`config.mk`:
```
export PLATFORM = sky130hd
export DESIGN_NAME = lamp_phase_scheduler
export DESIGN_NICKNAME = d
export VERILOG_FILES = /design/src/rtl/lamp_phase_scheduler.sv
export SDC_FILE = /design/constraint.sdc
export NUM_CORES = 1
export LEC_CHECK = 0
export CORE_ASPECT_RATIO = 0.6
export CORE_MARGIN = 2
export CORE_UTILIZATION = 50
export DETAILED_ROUTE_END_ITERATION = 10
export GPL_ROUTABILITY_DRIVEN = 0
export PLACE_DENSITY = 0.83
export SYNTH_ARGS = -nofsm -noshare
export SYNTH_HDL_FRONTEND = slang
export SYNTH_SLANG_ARGS = --single-unit
```
`constraint.sdc`:
```
create_clock -name clock -period 2.5 [get_ports clock]
set_input_delay 0.375 -clock clock [delete_from_list [all_inputs] [get_ports clock]]
set_output_delay 0.375 -clock clock [all_outputs]
set_load 0.02 [all_outputs]
```
`src/rtl/lamp_phase_scheduler.sv`:
```
// lamp_phase_scheduler
// Two-direction intersection controller with a walk phase. A prescaler turns
// the clock into ticks; a per-phase down-counter times each phase in ticks.
// Sequence: ALLRED -> green -> yellow -> ALLRED -> other green ..., with a
// pedestrian walk served from ALLRED, early green cut for waiting pedestrians,
// and a flashing-yellow mode while enable is low. Every output is a flop.
module lamp_phase_scheduler #(
  parameter int TICK_DIV     = 50000000,  // clock cycles per tick (>= 2)
  parameter int GREEN_TICKS  = 20,        // green length in ticks
  parameter int YELLOW_TICKS = 3,         // yellow length in ticks
  parameter int ALLRED_TICKS = 1,         // all-red clearance in ticks
  parameter int PED_TICKS    = 8,         // walk length in ticks
  parameter int MIN_GREEN    = 5          // green ticks before a walk may cut it
) (
  input  logic       clock,
  input  logic       reset,
  input  logic       enable,
  input  logic       ped_req,
  output logic [0:2] light_ns,
  output logic [0:2] light_ew,
  output logic       walk,
  output logic       ped_ack,
  output logic [2:0] phase
);

  // Widest phase length decides the timer width.
  localparam int MAX_GY    = (GREEN_TICKS > YELLOW_TICKS) ? GREEN_TICKS : YELLOW_TICKS;
  localparam int MAX_AP    = (ALLRED_TICKS > PED_TICKS) ? ALLRED_TICKS : PED_TICKS;
  localparam int MAX_TICKS = (MAX_GY > MAX_AP) ? MAX_GY : MAX_AP;
  localparam int TW        = $clog2(MAX_TICKS + 1);
  localparam int PW        = $clog2(TICK_DIV);

  // With the timer counting down from GREEN_TICKS, the tick that completes
  // MIN_GREEN green ticks is the one seen while timer <= CUT_AT.
  localparam int CUT_AT    = GREEN_TICKS - MIN_GREEN + 1;

  typedef enum logic [2:0] {
    ALLRED    = 3'd0,
    NS_GREEN  = 3'd1,
    NS_YELLOW = 3'd2,
    EW_GREEN  = 3'd3,
    EW_YELLOW = 3'd4,
    PED_WALK  = 3'd5,
    FLASH     = 3'd6
  } state_t;

  typedef enum logic {
    DIR_NS = 1'b0,
    DIR_EW = 1'b1
  } dir_t;

  // Lamp encodings; index 0 of the vector is the red bit.
  localparam logic [0:2] LAMP_RED    = 3'b100;
  localparam logic [0:2] LAMP_GREEN  = 3'b010;
  localparam logic [0:2] LAMP_YELLOW = 3'b001;
  localparam logic [0:2] LAMP_OFF    = 3'b000;

  state_t          state_q, state_d;
  dir_t            dir_q, dir_d;
  logic [TW-1:0]   timer_q, timer_d;
  logic [PW-1:0]   cnt_q, cnt_d;
  logic            pend_q, pend_d;
  logic            flash_q, flash_d;
  logic            tick;
  logic            is_green;
  logic            early_cut;
  logic [0:2]      ns_d, ew_d;
  logic            walk_d, ack_d;

  // Phase length in ticks, loaded into the timer on entry to a state.
  function automatic logic [TW-1:0] phase_len(input state_t s);
    case (s)
      NS_GREEN, EW_GREEN:   phase_len = TW'(GREEN_TICKS);
      NS_YELLOW, EW_YELLOW: phase_len = TW'(YELLOW_TICKS);
      PED_WALK:             phase_len = TW'(PED_TICKS);
      default:              phase_len = TW'(ALLRED_TICKS);
    endcase
  endfunction

  assign tick      = (cnt_q == PW'(TICK_DIV - 1));
  assign is_green  = (state_q == NS_GREEN) || (state_q == EW_GREEN);
  assign early_cut = is_green && pend_q && (timer_q <= TW'(CUT_AT));
  assign phase     = state_q;

  // Next-state, timer, prescaler and pedestrian-pending logic.
  always_comb begin
    // NOTE: every signal driven here gets a default first, so no path can
    // leave one unassigned and infer a latch.
    state_d = state_q;
    dir_d   = dir_q;
    timer_d = timer_q;
    cnt_d   = tick ? '0 : cnt_q + PW'(1);
    pend_d  = pend_q;
    flash_d = flash_q;

    // A request is remembered everywhere except while walking or flashing.
    if (ped_req && (state_q != PED_WALK) && (state_q != FLASH)) begin
      pend_d = 1'b1;
    end

    if (!enable) begin
      // Flashing-yellow fallback; pending requests are dropped.
      pend_d = 1'b0;
      if (state_q != FLASH) begin
        state_d = FLASH;
        flash_d = 1'b1;
        cnt_d   = '0;
      end else if (tick) begin
        flash_d = ~flash_q;
      end
    end else if (state_q == FLASH) begin
      // Leaving flash always restarts from a clearance, serving NS first.
      state_d = ALLRED;
      dir_d   = DIR_NS;
      timer_d = TW'(ALLRED_TICKS);
      cnt_d   = '0;
    end else if (tick) begin
      if ((timer_q == TW'(1)) || early_cut) begin
        cnt_d = '0;
        case (state_q)
          ALLRED: begin
            if (pend_q) begin
              state_d = PED_WALK;
            end else if (dir_q == DIR_NS) begin
              state_d = NS_GREEN;
            end else begin
              state_d = EW_GREEN;
            end
          end
          NS_GREEN:  state_d = NS_YELLOW;
          NS_YELLOW: begin
            state_d = ALLRED;
            dir_d   = DIR_EW;
          end
          EW_GREEN:  state_d = EW_YELLOW;
          EW_YELLOW: begin
            state_d = ALLRED;
            dir_d   = DIR_NS;
          end
          PED_WALK: begin
            // Walk already provides clearance, so go straight to green.
            // The clear overrides a request seen on this same edge.
            pend_d  = 1'b0;
            state_d = (dir_q == DIR_NS) ? NS_GREEN : EW_GREEN;
          end
          default:   state_d = ALLRED;
        endcase
        timer_d = phase_len(state_d);
      end else begin
        timer_d = timer_q - TW'(1);
      end
    end
  end

  // Output decode from the state being entered, so lamps change on the
  // same edge as the state.
  always_comb begin
    ns_d   = LAMP_RED;
    ew_d   = LAMP_RED;
    walk_d = 1'b0;
    ack_d  = (state_d == PED_WALK) && (state_q != PED_WALK);
    case (state_d)
      NS_GREEN:  ns_d = LAMP_GREEN;
      NS_YELLOW: ns_d = LAMP_YELLOW;
      EW_GREEN:  ew_d = LAMP_GREEN;
      EW_YELLOW: ew_d = LAMP_YELLOW;
      PED_WALK:  walk_d = 1'b1;
      FLASH: begin
        ns_d = flash_d ? LAMP_YELLOW : LAMP_OFF;
        ew_d = flash_d ? LAMP_YELLOW : LAMP_OFF;
      end
      default: begin
        ns_d = LAMP_RED;
        ew_d = LAMP_RED;
      end
    endcase
  end

  // State, timing and output registers with synchronous reset.
  always_ff @(posedge clock) begin
    // NOTE: non-blocking assignments here so every flop samples the values
    // from before the edge, independent of statement order.
    if (reset) begin
      state_q  <= ALLRED;
      dir_q    <= DIR_NS;
      timer_q  <= TW'(ALLRED_TICKS);
      cnt_q    <= '0;
      pend_q   <= 1'b0;
      flash_q  <= 1'b0;
      light_ns <= LAMP_RED;
      light_ew <= LAMP_RED;
      walk     <= 1'b0;
      ped_ack  <= 1'b0;
    end else begin
      state_q  <= state_d;
      dir_q    <= dir_d;
      timer_q  <= timer_d;
      cnt_q    <= cnt_d;
      pend_q   <= pend_d;
      flash_q  <= flash_d;
      light_ns <= ns_d;
      light_ew <= ew_d;
      walk     <= walk_d;
      ped_ack  <= ack_d;
    end
  end

endmodule

```
======== Word level (Yosys, flattened, before mapping) ========
Index checks and enable logic that the tools add are counted.
cells by class
  $add $sub $neg .......................... 2
  magnitude comparators ................... 1
  equal/unequal tests ..................... 21
  muxes and demuxes ....................... 38
  bitwise logic cells ..................... 2
  reduce and logical (&&, ||, !) cells .... 16
operator list
  cell                                                                 count
  26-bit two-way mux                                                   6
  3-bit two-way mux                                                    10
  26-bit by 1-bit adder with 26-bit output (second input constant)     1
  26-bit == test (second input constant)                               1
  3-bit == test (second input constant)                                8
  3-bit by 2-bit == test with 1-bit output (second input constant)     6
  3-bit one-hot mux with 3 select lines                                2
  5-bit two-way mux                                                    3
  5-bit one-hot mux with 3 select lines                                1
  1-bit two-way mux                                                    13
  3-bit one-hot mux with 4 select lines                                1
  3-bit by 1-bit == test with 1-bit output (second input constant)     3
  3-bit inequality test (second input constant)                        2
  2-bit OR reduction                                                   3
  5-bit by 1-bit == test with 1-bit output (second input constant)     1
  5-bit less-or-equal comparator (second input constant)               1
  1-bit logical AND                                                    5
  5-bit by 1-bit subtractor with 5-bit output (second input constant)  1
  4-bit AND reduction                                                  1
  2-bit nonzero test                                                   2
  3-bit logical NOT                                                    1
  3-bit nonzero test                                                   1
  1-bit logical OR                                                     2
  2-bit two-way mux                                                    1
  other kinds (3)                                                      4
storage, ports and cells
  register bits after elaboration ......... 45
  output and inout port bits .............. 11
  logic and storage cells ................. 90

======== Logic depth before layout (Yosys ltp) ========
  word-level depth ........................ 15
  mapped depth ............................ 8
  mapped depth without buffers ............ 8

======== Least setup slack after synthesis ========
Ideal clock, no wire load.
  path type ............................... register to register
  from .................................... reg state_q[2], in the netlist phase[2]
  to ...................................... reg light_ns[2] (netlist bit)
  setup time .............................. 0.104 ns
  data arrival time ....................... 2.481 ns
  path slack .............................. -0.085 ns
  cell stages (with the launch flop) ...... 8
  clock period less this slack ............ 2.585 ns
  cells stage by stage .................... dfxtp_1 buf_2 and4b_1 o21ai_1 a2111oi_4 mux2i_1 inv_1 a2111oi_2
on the way
  longest elaborated chain between the ends .. 12
  elaborated cells on any way between the ends .. 27
ends and longest elaborated chain
  what                                     line  text
  start, declared                          58    state_t state_q, state_d;
  start signal, assigned                   195   state_q <= state_d;
  3-bit == test (tied with other cells)    120   case (state_q)
  3-bit one-hot mux with 4 select lines    120
  3-bit two-way mux                        118   if ((timer_q == TW'(1)) || early_cut) begin
  3-bit two-way mux                        117   end else if (tick) begin
  3-bit two-way mux                        111   end else if (state_q == FLASH) begin
  3-bit two-way mux                        101   if (!enable) begin
  3-bit two-way mux                        118
  3-bit two-way mux                        117
  3-bit two-way mux                        111
  3-bit two-way mux                        101
  3-bit == test (tied with other cells)    162   case (state_d)
  3-bit one-hot mux with 3 select lines *  162
  end signal, assigned                     201   light_ns <= ns_d;
  end, declared                            19    output logic [0:2] light_ns,
Mark *: on every way between the ends. The rest lies on a longest branch, timed or not. The select of a mux whose other input is x is not followed.
A chain may end at the register's enable or synchronous reset.

======== Worst setup path after layout ========
  from .................................... reg cnt_q[14]
  to ...................................... reg light_ns[0] (netlist bit)
on the way
  longest elaborated chain between the ends .. 6
  elaborated cells on any way between the ends .. 8
ends and longest elaborated chain
  what                                     line  text
  start, declared                          61    logic [PW-1:0] cnt_q, cnt_d;
  start signal, assigned                   198   cnt_q <= cnt_d;
  26-bit == test *                         80    assign tick = (cnt_q == PW'(TICK_DIV - 1));
  3-bit two-way mux *                      117
  3-bit two-way mux *                      111
  3-bit two-way mux *                      101
  3-bit == test (tied with other cells)    162
  3-bit one-hot mux with 3 select lines *  162
Mark *: on every way between the ends. The rest lies on a longest branch, timed or not.

==> summary.md <==
| Metric | Value |
|---|---|
| Max Root-Sink Buffers | 2 |
| Wire per inst | 13.89 um |
| Pins Over Slew Limit | 0 |
| Total CTS buffers | 5 |
| CP arrival | 2.63 ns |
| Setup crit start kind | flop |
| Internal power | 0.001090 W |
| Seq pwr share | 51.4% |
| Worst Tran Pin Value | 0.5510 ns |
| FMAX | 415.5 MHz |
| Diode count | 0 |
| Status | finished clean |
| Cell Area, Synth | 0.002242 mm^2 |
| Post-Syn Nets | 269 |
| Clock sink count | 45 |
| Total iterations of the first detailed-routing run | 4 |
| Number of synthesized flops with an enable pin | 0 |
| Drt total wl | 4863 um |
| Worst min-delay path class | reg2reg |
| Die area | 0.005053 mm^2 |
| Hold-fix buffers at CTS | 0 |
| Final min period | 2.407 ns |
| Max Cap Viol | 0 |
| Clock slew at the register clock pins of the worst setup and hold paths | 0.09 ns |
| Gr usage total | 19.55% |
| Die Ht | 55.87 um |
| Syn. warnings | 0 |
| Via count | 1874 |
| Leakage power total | 0.9496 nW |
| RSZ-0062 raised after global routing | yes |
| Core Box Area | 0.004212 mm^2 |
| H-tree Lvls | 2 |
| Antenna violations before repair | 0 |
| Dpl hpwl | 3563 um |
| Max rail drop VDD | 0.4320 mV |
| Area delta synth->final | 20.31% |
| CP Max Fanout | 7 |
| Pwr per Cell Area | 532.2 mW/mm^2 |
| Net Sw Power | 0.0003453 W |
| Clock power frac | 38.4% |
| Worst Setup End Kind | flop |
| Critical Path RT | 2.73 ns |
| Global route overflow | 0 |
| Relative slew margins | 62.22% |
| Port Buffers | 14 |
| DR iter-0 viols | 200 |
| DP Area | 0.002531 mm^2 |
| DRC viols | 0 |
| Via density | 5.354 |
| Final instance area | 0.002698 mm^2 |
| Root Buffer | clkbuf_8 |
| #FFs+latches synth | 45 |
| Net Sw Frac | 24.06% |
| TritonCTS clock tree | built |
| Remaining antenna violation count after routing | 0 |
| Final setup fails | 0 |
| Logic pwr share | 10.2% |
| Fin. Hold Viols | 0 |
| Share of layout cells above drive strength 1 | 14.48% |
| Post-synthesis sequential area ratio | 40.18% |
| Row cnt | 18 |
| Hold slack | 0.4774 ns |
| Worst Path Class, Setup | reg2reg |
| Mapped Cells | 261 |
| First-pass GRT wire length | 7907 um |
| Worst-skew pair later-pin latency | 0.30 ns |
| Synth Flop Type | dfxtp_1 |
| Initial Util | 53.24% |
| Vias in the first global route | 1616 |
| Clk_skew | 0.01121 ns |
| NumNets Final | 297 |
| IO Pins | 15 |
| FFs w/ async S/R, synth | 0% |
| Distinct cells, synth | 45 |
| Largest net degree at the start of global routing | 26 |
| Avg Cell Area, Syn | 8.591 um^2 |
| Die X-Extent | 90.45 um |
| Tcrit/Tclk final | 96.28% |
[per-stage QoR]
stage	setup slack [ns]	std cells	setup TNS, ns	utilization [%]	power (W)
global placement	0.1537	340	0	60.10	0.0008877
finish	0.09308	350	0	64.05	0.001436
detailed placement	0.05330	340	0	60.10	0.0008906
CTS	0.01802	348	0	62.75	0.001439
global route	-0.03149	350	-0.04283	64.05	0.001483
floorplan	0.0007787	261	0	-	0.0008378
[cell usage after synthesis, drive strengths merged (3+ instances only)]
master   count  area share [%]
and2         7             2.0
clkbuf       7             1.2
mux2i        5             2.2
nor2        41             6.9
nor2b        6             1.7
nor3        11             2.5
o21ai       10             2.2
dfxtp       45              40
inv         10             1.7
a21oi       11             2.5
nand3       12             2.7
a2111oi      4             3.6
nand4        5             1.4
nand2       19             3.2
nor4bb       3             1.3
and4         4             1.7
o21ba        3             1.3
or3          3            0.84
ha           4             2.2
nand2b       3            0.84
xnor2       14             5.5
xor2        11             4.3
[layout make-up]
class                   instances  area (um^2)
flip-flops and latches         45        903.4
fillers                       359         1514
repair buffers                 30        264.0
clock buffers                   6        72.57
well taps                      60        75.07
clock inverters                 2        38.79
inverters                      10        37.54
multi-input cells             197         1306
[sequential cells by signal (all words and copies together) (netlist names)]
name / cells
cnt_q: 26
walk: 1
pend_q: 1
timer_q: 5
light_ns: 3
flash_q: 1
ped_ack: 1
dir_q: 1
phase: 3
light_ew: 3
[worst paths after layout]
kind	slack, ns	from	end	depth (start not counted)
max	0.09	cnt_q[14]$_SDFF_PP0_	light_ns[0]$_SDFF_PP1_	7
max reg2reg	0.09	cnt_q[14]$_SDFF_PP0_	light_ns[0]$_SDFF_PP1_	7
min reg2reg	0.48	timer_q[1]$_SDFFE_PP0P_	timer_q[1]$_SDFFE_PP0P_	2
min	0.48	timer_q[1]$_SDFFE_PP0P_	timer_q[1]$_SDFFE_PP0P_	2
[kinds of logic after synthesis]
group | Yosys count | synth area share [%]
mux | 7 | 3.237
xor+xnor | 25 | 9.766
buf+inv | 19 | 3.237
simple gates | 127 | 29.41
fa+ha+maj | 4 | 2.232
compound gates | 34 | 11.94
flops | 45 | 40.18
[power groups by stage]
stage                     Clock (W)  Combinational, W  Sequential, W
final                      0.000551          0.000147       0.000738
after global routing       0.000586          0.000159       0.000739
after CTS                  0.000564          0.000137       0.000738
after detailed placement          0          0.000136       0.000754
after global placement            0          0.000134       0.000754
after floorplan                   0         0.0000759       0.000762
[cell usage in the layout, fill, tap and decap left out, types with 6 or more instances in the layout]
cell type        instances
nor2b_1                  6
clkdlybuf4s50_1         14
o21ai_0                  7
nor3_1                  10
nand2_1                 19
buf_4                   15
nand3_1                 12
inv_1                    9
nor2_1                  41
dfxtp_1                 43
xnor2_1                 14
xor2_1                  11
a21oi_1                 11
[critical path, stage by stage, from the launching register on]
cell and delay, ns:
dfxtp_1 0.36, and4_4 0.26, or3b_4 0.41, a2111oi_4 0.36
buf_6 0.20, mux2i_1 0.51, a21oi_1 0.12, o21ai_0 0.10
[metal layers]
layer,up-vias,GRT usage (%),wire [um]
li1,957,-,-
met3,5,4.607,280
met2,43,26.42,1893
met4,0,5.275,38
met1,869,30.48,2650
met5,-,0,0
[what timing repair did]
| item | CTS | global route |
|---|---|---|
| endpoints found under the setup margin | 0 | 17 |
| setup buffers | 0 | 2 |
| resized for setup | 0 | 11 |
| hold endpoints to repair | 0 | 0 |
Power figures use the tool's default switching activity.
